`config.mk`:
```
export PLATFORM = sky130hd
export DESIGN_NAME = cpu_ifetch_prefetch
export DESIGN_NICKNAME = d
export VERILOG_FILES = /design/src/rtl/cpu_ifetch_prefetch.sv
export SDC_FILE = /design/constraint.sdc
export NUM_CORES = 1
export LEC_CHECK = 0
export ABC_AREA = 1
export CAP_MARGIN = 5
export CORE_UTILIZATION = 45
export CTS_CLUSTER_DIAMETER = 40
export DETAILED_ROUTE_END_ITERATION = 16
export GPL_TIMING_DRIVEN = 0
export PLACE_DENSITY_LB_ADDON = 0.2
export SLEW_MARGIN = 20
export SYNTH_ARGS = -nofsm -noshare
export SYNTH_HDL_FRONTEND = slang
export SYNTH_SLANG_ARGS = --single-unit
export TNS_END_PERCENT = 5
```
`constraint.sdc`:
```
create_clock -name i_clk -period 9.4 [get_ports i_clk]
set_input_delay 1.41 -clock i_clk [delete_from_list [all_inputs] [get_ports i_clk]]
set_output_delay 1.41 -clock i_clk [all_outputs]
set_load 0.02 [all_outputs]
```
`src/rtl/cpu_ifetch_prefetch.sv`:
```
`timescale 1ns/1ps
`default_nettype none
// ============================================================================
//  Module      : cpu_ifetch_prefetch
//  Description : Streaming instruction fetch unit. Keeps up to MAX_OUTSTANDING
//                icache reads in flight and buffers the returned words in a
//                FIFO_DEPTH-entry {pc, instr} FIFO, so decode sees one
//                instruction per cycle once the stream is primed. A pipeline
//                redirect flushes the buffer and discards stale responses.
//
//  Ports       : i_clk, i_reset         clock / synchronous active-high reset
//                i_redirect, i_redirect_pc  load new fetch PC (bits [1:0] ignored)
//                i_pipeline_ready       consumer takes the head this cycle
//                o_valid, o_pc, o_instruction  FIFO head (0 / NOOP when empty)
//                o_req_valid, o_req_addr, i_req_ready  icache request channel
//                i_rsp_valid, i_rsp_data               icache in-order responses
//
//  Revision    : 1.0  initial release
// ============================================================================
module cpu_ifetch_prefetch #(
    parameter int              XLEN             = 32,
    parameter int              FIFO_DEPTH       = 4,
    parameter int              MAX_OUTSTANDING  = 2,
    parameter logic [XLEN-1:0] RESET_VECTOR     = 32'h0000_0000,
    parameter logic [XLEN-1:0] NOOP_INSTRUCTION = 32'h0000_0013
) (
    input  logic            i_clk,
    input  logic            i_reset,
    input  logic            i_redirect,
    input  logic [XLEN-1:0] i_redirect_pc,
    input  logic            i_pipeline_ready,
    output logic            o_valid,
    output logic [XLEN-1:0] o_pc,
    output logic [XLEN-1:0] o_instruction,
    output logic            o_req_valid,
    output logic [XLEN-1:0] o_req_addr,
    input  logic            i_req_ready,
    input  logic            i_rsp_valid,
    input  logic [XLEN-1:0] i_rsp_data
);

    // ------------------------------------------------------------------------
    // Widths and typed constants
    // ------------------------------------------------------------------------
    localparam int c_PTR_W = $clog2(FIFO_DEPTH);
    localparam int c_CNT_W = $clog2(FIFO_DEPTH + 1);
    localparam int c_OUT_W = $clog2(MAX_OUTSTANDING + 1);
    // Credit sum is inflight + count, each bounded by FIFO_DEPTH.
    localparam int c_CRD_W = $clog2(2 * FIFO_DEPTH + 1);

    localparam logic [c_CNT_W-1:0] c_FIFO_FULL = c_CNT_W'(FIFO_DEPTH);
    localparam logic [c_CRD_W-1:0] c_CRD_LIMIT = c_CRD_W'(FIFO_DEPTH);
    localparam logic [c_OUT_W-1:0] c_MAX_OUT   = c_OUT_W'(MAX_OUTSTANDING);
    localparam logic [XLEN-1:0]    c_PC_STEP   = XLEN'(4);
    localparam logic [XLEN-1:0]    c_ALIGN_MSK = ~(XLEN'(3));

    // ------------------------------------------------------------------------
    // State
    // ------------------------------------------------------------------------
    logic [XLEN-1:0]    r_fpc;          // next fetch address
    logic [XLEN-1:0]    r_rpc;          // PC tagged onto the next kept response
    logic [c_OUT_W-1:0] r_inflight;     // accepted, not yet answered requests
    logic [c_OUT_W-1:0] r_drop_cnt;     // how many of those are stale
    logic [c_CNT_W-1:0] r_count;
    logic [c_PTR_W-1:0] r_rd_ptr;
    logic [c_PTR_W-1:0] r_wr_ptr;

    logic [XLEN-1:0]    r_fifo_pc    [FIFO_DEPTH];
    logic [XLEN-1:0]    r_fifo_instr [FIFO_DEPTH];

    // ------------------------------------------------------------------------
    // Combinational control
    // ------------------------------------------------------------------------
    logic               w_valid;
    logic               w_req_valid;
    logic               w_req_fire;
    logic               w_rsp_drop;
    logic               w_push;
    logic               w_pop;
    logic [c_CRD_W-1:0] w_credit_used;
    logic [c_OUT_W-1:0] w_inflight_next;
    logic [XLEN-1:0]    w_redirect_pc;

    assign w_redirect_pc = i_redirect_pc & c_ALIGN_MSK;
    assign w_valid       = (r_count != '0);

    // Every live (non-dropped) in-flight request already owns a FIFO slot,
    // so a response can always be pushed without backpressuring the icache.
    assign w_credit_used = c_CRD_W'(r_inflight) - c_CRD_W'(r_drop_cnt)
                         + c_CRD_W'(r_count);

    // Held low while reset is asserted so nothing is issued before the
    // reset state has been loaded; the first request follows reset release.
    assign w_req_valid = !i_reset && !i_redirect
                       && (r_inflight < c_MAX_OUT)
                       && (w_credit_used < c_CRD_LIMIT);

    assign w_req_fire = w_req_valid && i_req_ready;
    assign w_rsp_drop = i_rsp_valid && (r_drop_cnt != '0);
    assign w_push     = !i_redirect && i_rsp_valid && (r_drop_cnt == '0);
    assign w_pop      = w_valid && i_pipeline_ready && !i_redirect;

    // No request is issued during a redirect, so the same next value also
    // gives inflight - rsp_valid for the redirect case.
    always_comb begin
        w_inflight_next = r_inflight;
        if (w_req_fire && !i_rsp_valid) begin
            w_inflight_next = r_inflight + c_OUT_W'(1);
        end else if (!w_req_fire && i_rsp_valid) begin
            w_inflight_next = r_inflight - c_OUT_W'(1);
        end
    end

    // ------------------------------------------------------------------------
    // Control registers
    // ------------------------------------------------------------------------
    always_ff @(posedge i_clk) begin
        if (i_reset) begin
            r_fpc      <= RESET_VECTOR;
            r_rpc      <= RESET_VECTOR;
            r_inflight <= '0;
            r_drop_cnt <= '0;
            r_count    <= '0;
            r_rd_ptr   <= '0;
            r_wr_ptr   <= '0;
        end else if (i_redirect) begin
            // Everything still outstanding after this cycle is stale,
            // including nothing that arrives now (it is simply not pushed).
            r_fpc      <= w_redirect_pc;
            r_rpc      <= w_redirect_pc;
            r_inflight <= w_inflight_next;
            r_drop_cnt <= w_inflight_next;
            r_count    <= '0;
            r_rd_ptr   <= '0;
            r_wr_ptr   <= '0;
        end else begin
            r_inflight <= w_inflight_next;

            if (w_req_fire) begin
                r_fpc <= r_fpc + c_PC_STEP;
            end

            if (w_rsp_drop) begin
                r_drop_cnt <= r_drop_cnt - c_OUT_W'(1);
            end

            if (w_push) begin
                r_rpc    <= r_rpc + c_PC_STEP;
                r_wr_ptr <= r_wr_ptr + c_PTR_W'(1);
            end

            if (w_pop) begin
                r_rd_ptr <= r_rd_ptr + c_PTR_W'(1);
            end

            if (w_push && !w_pop) begin
                r_count <= r_count + c_CNT_W'(1);
            end else if (!w_push && w_pop) begin
                r_count <= r_count - c_CNT_W'(1);
            end
        end
    end

    // ------------------------------------------------------------------------
    // FIFO storage (data only, no reset needed: validity lives in r_count)
    // ------------------------------------------------------------------------
    always_ff @(posedge i_clk) begin
        if (!i_reset && w_push) begin
            r_fifo_pc[r_wr_ptr]    <= r_rpc;
            r_fifo_instr[r_wr_ptr] <= i_rsp_data;
        end
    end

    // ------------------------------------------------------------------------
    // Outputs
    // ------------------------------------------------------------------------
    assign o_valid       = w_valid;
    assign o_pc          = w_valid ? r_fifo_pc[r_rd_ptr]    : '0;
    assign o_instruction = w_valid ? r_fifo_instr[r_rd_ptr] : NOOP_INSTRUCTION;
    assign o_req_valid   = w_req_valid;
    assign o_req_addr    = r_fpc;

    // ------------------------------------------------------------------------
    // Invariants
    // ------------------------------------------------------------------------
    a_no_push_when_full : assert property (@(posedge i_clk) disable iff (i_reset)
        !(w_push && !w_pop && (r_count == c_FIFO_FULL)));

    a_inflight_bound : assert property (@(posedge i_clk) disable iff (i_reset)
        (r_inflight <= c_MAX_OUT));

    a_drop_le_inflight : assert property (@(posedge i_clk) disable iff (i_reset)
        (r_drop_cnt <= r_inflight));

    a_rsp_has_request : assert property (@(posedge i_clk) disable iff (i_reset)
        (i_rsp_valid |-> (r_inflight != '0)));

endmodule
`default_nettype wire

```
## Word level (Yosys, flattened, before mapping)

Memory sizes are Yosys's and may differ from the RTL's. A register that Yosys moved wholly into a read port is not among the register bits.
Index checks and enable logic that the tools add are counted.

- Register bits: 75
- RAM bits: 256
- Input bits: 70
- Output and inout port bits: 98
- Logic and storage cells: 70
- Memories: 2

Memory list:

| memory | depth | width | rd ports | clocked after Yosys merged registers in | wr ports | line | text |
|---|---|---|---|---|---|---|---|
| r_fifo_instr | 4 | 32 | 1 | 1 | 1 | 69 | `logic [XLEN-1:0] r_fifo_instr [FIFO_DEPTH];` |
| r_fifo_pc | 4 | 32 | 1 | 1 | 1 | 68 | `logic [XLEN-1:0] r_fifo_pc [FIFO_DEPTH];` |

- $add $sub $neg: 11
- $lt $le $gt $ge: 2
- Mux-type cells: 18
- Reduce and logical (&&, ||, !) cells: 28

Operator list:

| cell | number |
|---|---|
| 32-bit two-way mux | 6 |
| 32-bit by 3-bit adder with 32-bit output (second input constant) | 2 |
| 2-bit two-way mux | 8 |
| 1-bit logical AND | 14 |
| 2-bit nonzero test | 5 |
| 2-bit by 1-bit adder with 2-bit output (second input constant) | 3 |
| 1-bit zero test | 6 |
| 3-bit two-way mux | 2 |
| 4-bit by 3-bit adder with 4-bit output | 1 |
| 4-bit by 3-bit < comparator with 1-bit output (second input constant) | 1 |
| 2-bit by 1-bit subtractor with 2-bit output (second input constant) | 2 |
| 3-bit by 1-bit adder with 3-bit output (second input constant) | 1 |
| 3-bit nonzero test | 1 |
| 2-bit by 2-bit subtractor with 3-bit output | 1 |
| 3-bit by 1-bit subtractor with 3-bit output (second input constant) | 1 |
| 2-bit zero test | 1 |
| 2-bit < comparator (second input constant) | 1 |
| 1-bit two-way mux | 2 |
| 2-bit OR reduction | 1 |

## Logic depth before layout (Yosys ltp)

- Word-level depth: 10
- Depth in mapped cells: 15

## Least setup slack after synthesis

Ideal clock, no wire load.

- Path kind: input port to flip-flop
- From: input i_redirect
- To: memory r_fifo_instr[0][0] (enable)
- Library setup time: 482 ps
- Data arrival time: 4500 ps
- Required time: 8918 ps
- Path slack: 4418 ps
- Stages: 6
- Buffers on the path: 1
- Cells stage by stage: buf_6 inv_6 nand2_4 nor2_1 inv_1 nor2_1

- Word-level cells in the longest chain between the ends: 6

Ends and longest elaborated chain:

| item | line | text |
|---|---|---|
| start: declaration | 29 | `input logic i_redirect,` |
| 1-bit zero test | 100 | `assign w_push = !i_redirect && i_rsp_valid && (r_drop_cnt == '0);` |
| 1-bit logical AND (2 in series) | 100 |  |
| 1-bit logical AND | 168 | `if (!i_reset && w_push) begin` |
| 1-bit two-way mux | 168 |  |
| 1-bit two-way mux (implied by the code) | 170 | `r_fifo_instr[r_wr_ptr] <= i_rsp_data;` |
| end: declaration | 69 |  |

No other way between the ends.

## Final worst setup path

- From: input i_reset
- To: output o_req_valid

- Word-level cells in the longest chain between the ends: 4

Ends and longest elaborated chain:

| item | line | text |
|---|---|---|
| start: declaration | 28 | `input logic i_reset,` |
| 1-bit zero test | 94 | `assign w_req_valid = !i_reset && !i_redirect` |
| 1-bit logical AND | 94 |  |
| 1-bit logical AND | 95 | `&& (r_inflight < c_MAX_OUT)` |
| 1-bit logical AND | 96 | `&& (w_credit_used < c_CRD_LIMIT);` |
| end: declaration | 35 | `output logic o_req_valid,` |

No other way between the ends.

==> impl_metrics.json <==
{
  "status": "completed",
  "leakagePower_nw": 6.61,
  "required_ns": 7.99,
  "fin_worst_skew_ns": 0.0136,
  "grt.overflow.total": 0,
  "cts_tree": "built",
  "cts.path.max_buffers": 3,
  "design.core.area_mm2": 0.0317,
  "initial_core_utilization": 0.460,
  "power_switching_share": 0.247,
  "grt_pass1_vias": 11300,
  "crit_fanout": 8,
  "pre_cts_ws_ns": 4.79,
  "placement.io_buffers": 160,
  "place.detailed.hpwl_mm": 27.6,
  "fill_cells": 2716,
  "worstSetupEndpointType": "output pin",
  "worstMarginPinSlew_ns": 0.725,
  "hp-start": "r_rd_ptr[1]$_SDFFE_PP0P_",
  "unrepaired_setup_endpoints_after_global_routing": "no",
  "worstSetupStartpointType": "primary input",
  "p_int_mw": 2.64,
  "p_switching_mw": 0.865,
  "height_of_the_chip_um": 182,
  "max_cap_viol_count": 0,
  "timing.reg2reg.worst_path_depth": 10,
  "clk_transition_reported_paths_ns": 0.06,
  "dr.first_iter.drc_count": 1033,
  "post_route_wl_mm": 39.5,
  "layout-drive-gt1-share": 0.0812,
  "netlist-cell-type-count": 48,
  "timing.max_slew.rel_slack": 0.517,
  "clock_sink_count": 321,
  "cp-startpoint": "i_reset",
  "clock_power_share": 0.434,
  "postRouteAntennaNets": 0,
  "ioPinCount": 168,
  "dieArea_mm2": 0.0331,
  "hold_class": "reg2reg",
  "post-route-drc-count": 0,
  "syn-mean-instance-area_um2": 9.39,
  "die_w_um": 182,
  "synthCells": 1553,
  "sequential_power_share": 0.465,
  "core.rowCount": 65,
  "synth_to_final_area_change_pct": 25.9,
  "powerDensity_mw_per_mm2": 191,
  "setup_ws_ns": 4.79,
  "setup_viol": 0,
  "root_buffer_cell": "sky130_fd_sc_hd__clkbuf_16",
  "timing.setup.critical_path_class": "in2out",
  "htree_num_levels": 2,
  "worstHoldPathCells": 2,
  "ys_ff_latch": 321,
  "cts_resized": 0,
  "synth_warn": 0,
  "crit_path_time_final_ns": 4.61,
  "grt_pass1_wl_mm": 61.4,
  "number_of_antenna_violations_at_the_first_check_in_global_routing": 0,
  "routed_via_density": 5.28,
  "layout_worst_path_cycle_share": 0.490,
  "postCtsSetupBuffers": 0,
  "diodes": 0,
  "numCtsBuffers": 41,
  "gp_congestion": 0.974,
  "worstSkewPairLatency_ns": 0.52,
  "finalMaxSlewViolations": 0,
  "postCtsHoldBufs": 0,
  "syn-cell-area_mm2": 0.0146,
  "via_count": 11600,
  "nets": 1853,
  "grt_max_degree": 24,
  "fmax_mhz": 217,
  "gr-usage-all-layers": 0.240,
  "timing_hold_violations_final": 0,
  "timing.critical_path.arrival_ns": 3.20,
  "reg2reg_setup_slack_ns": 6.71,
  "worst_supply_voltage_drop_on_vdd_mv": 0.104,
  "ys_seq_area_frac": 0.611,
  "drt_pass1_iterations": 5,
  "p_comb_frac": 0.101,
  "totalNegativeSetupSlack_ns": 0,
  "r2r-start": "r_count[0]$_SDFFE_PP0P_",
  "wl_per_cell_um": 18.0,
  "worst_r2r_endpoint": "r_count[2]$_SDFFE_PP0P_"
}
metrics by stage:
step | instance area [µm²] | std cells | hold WS (ns) | power, mW | util
5_1_grt | 18400 | 2201 | 0.489 | 3.62 | 0.579
3_3_place_gp | 16700 | 2118 | 0.454 | 2.00 | 0.527
6_report | 18400 | 2201 | 0.460 | 3.50 | 0.579
2_1_floorplan | 14600 | 1556 | 0.436 | 1.83 | -
4_1_cts | 18400 | 2201 | 0.469 | 3.53 | 0.579
3_5_place_dp | 17000 | 2130 | 0.464 | 2.01 | 0.537
cell type report:
type                            instances  area [µm²]  area share
Inverter                               93         357      0.0194
Sequential cell                       321        8910       0.485
Tap cell                              402         503      0.0274
Timing Repair Buffer                  172        1900       0.104
Clock buffer                           45        1040      0.0567
Multi-Input combinational cell       1067        5010       0.273
Clock inverter                         26         289      0.0157
Buffer                                 75         348      0.0189
how the worst max path moves through the flow:
stage                     cells past startpoint  slack (ns)                           end
after global placement                        6        1.70  r_fifo_instr[1][5]$_DFFE_PP_
after floorplan                               6        4.42  r_fifo_instr[0][0]$_DFFE_PP_
after global routing                          7        4.68                   o_req_valid
after detailed placement                      7        4.79                   o_req_valid
after CTS                                     7        4.78                   o_req_valid
final                                         7        4.79                   o_req_valid
critical path: stages:
cell and delay, ns:
sky130_fd_sc_hd__clkdlybuf4s50_1 0.49, sky130_fd_sc_hd__inv_2 0.20, sky130_fd_sc_hd__nand2_4 0.11, sky130_fd_sc_hd__nor2_4 0.13
sky130_fd_sc_hd__nand2_1 0.06, sky130_fd_sc_hd__nor2_1 0.16, sky130_fd_sc_hd__clkdlybuf4s50_1 0.64
logic make-up after synthesis:
family | count (synthesis) | synth area share
other cells | 1 | 0.000257
fa+ha+maj | 12 | 0.0113
buf+inv | 168 | 0.0483
simple gates | 723 | 0.206
flops | 321 | 0.611
compound gates | 302 | 0.108
xor+xnor | 26 | 0.0156
state kept, by name (all words and copies together), names as in the netlist, named ones only:
name          cells
r_rd_ptr          2
r_wr_ptr          2
r_rpc            30
r_count           3
r_fifo_pc       120
r_drop_cnt        2
r_fifo_instr    128
o_req_addr       30
r_inflight        2
power groups by stage:
stage | registers, mW | logic [mW] | clock network, mW
2_1_floorplan | 1.65 | 0.187 | 0
3_5_place_dp | 1.66 | 0.354 | 0
6_report | 1.63 | 0.355 | 1.52
5_1_grt | 1.63 | 0.388 | 1.60
4_1_cts | 1.63 | 0.356 | 1.54
3_3_place_gp | 1.66 | 0.344 | 0
layout by cell type (no fill, tap or decap), types with 6 or more instances in the layout:
cell	synthesis	routed
sky130_fd_sc_hd__a21oi_1	102	102
sky130_fd_sc_hd__a31oi_1	14	14
sky130_fd_sc_hd__buf_16	0	9
sky130_fd_sc_hd__buf_2	19	19
sky130_fd_sc_hd__clkbuf_1	45	49
sky130_fd_sc_hd__clkbuf_16	0	41
sky130_fd_sc_hd__clkdlybuf4s50_1	0	160
sky130_fd_sc_hd__clkinvlp_4	0	6
sky130_fd_sc_hd__dfxtp_1	73	73
sky130_fd_sc_hd__edfxtp_1	248	248
sky130_fd_sc_hd__ha_1	10	10
sky130_fd_sc_hd__inv_1	83	83
sky130_fd_sc_hd__inv_2	8	8
sky130_fd_sc_hd__inv_6	1	7
sky130_fd_sc_hd__nand2_1	256	256
sky130_fd_sc_hd__nand3_1	55	55
sky130_fd_sc_hd__nand3b_1	10	10
sky130_fd_sc_hd__nand4_1	8	8
sky130_fd_sc_hd__nor2_1	360	356
sky130_fd_sc_hd__nor2_2	6	6
sky130_fd_sc_hd__nor2_4	6	10
sky130_fd_sc_hd__o21ai_0	168	168
sky130_fd_sc_hd__xnor2_1	7	7
sky130_fd_sc_hd__xor2_1	19	19
synth_stat cells, drive strengths merged:
library cell	count	area, µm²
or2	5	31.3
edfxtp	248	7450
xnor2	7	61.3
nor3	7	45.0
a32o	1	10.0
nor2	372	1460
nand3b	10	75.1
nand3	59	315
o211a	1	10.0
clkbuf	46	174
fa	2	40.0
inv	93	357
conb	1	3.75
a21o	1	7.51
o211ai	3	22.5
buf	29	174
a31o	1	8.76
nand2	260	996
a21boi	1	7.51
a21oi	102	510
ha	10	125
o311ai	3	26.3
nand4	9	71.3
o21ai	170	851
o31ai	1	7.51
a31oi	14	87.6
a211oi	1	7.51
dfxtp	73	1460
nor3b	1	7.51
xor2	19	166
o21a	1	7.51
o21bai	2	15.0
metal layers:
metal / wire (µm) / global-route usage
met5: 0 / 0
met4: 1220 / 0.0854
met3: 2470 / 0.0323
met2: 18700 / 0.396
met1: 17200 / 0.324
Note: power is estimated with default switching activity, not from simulation.
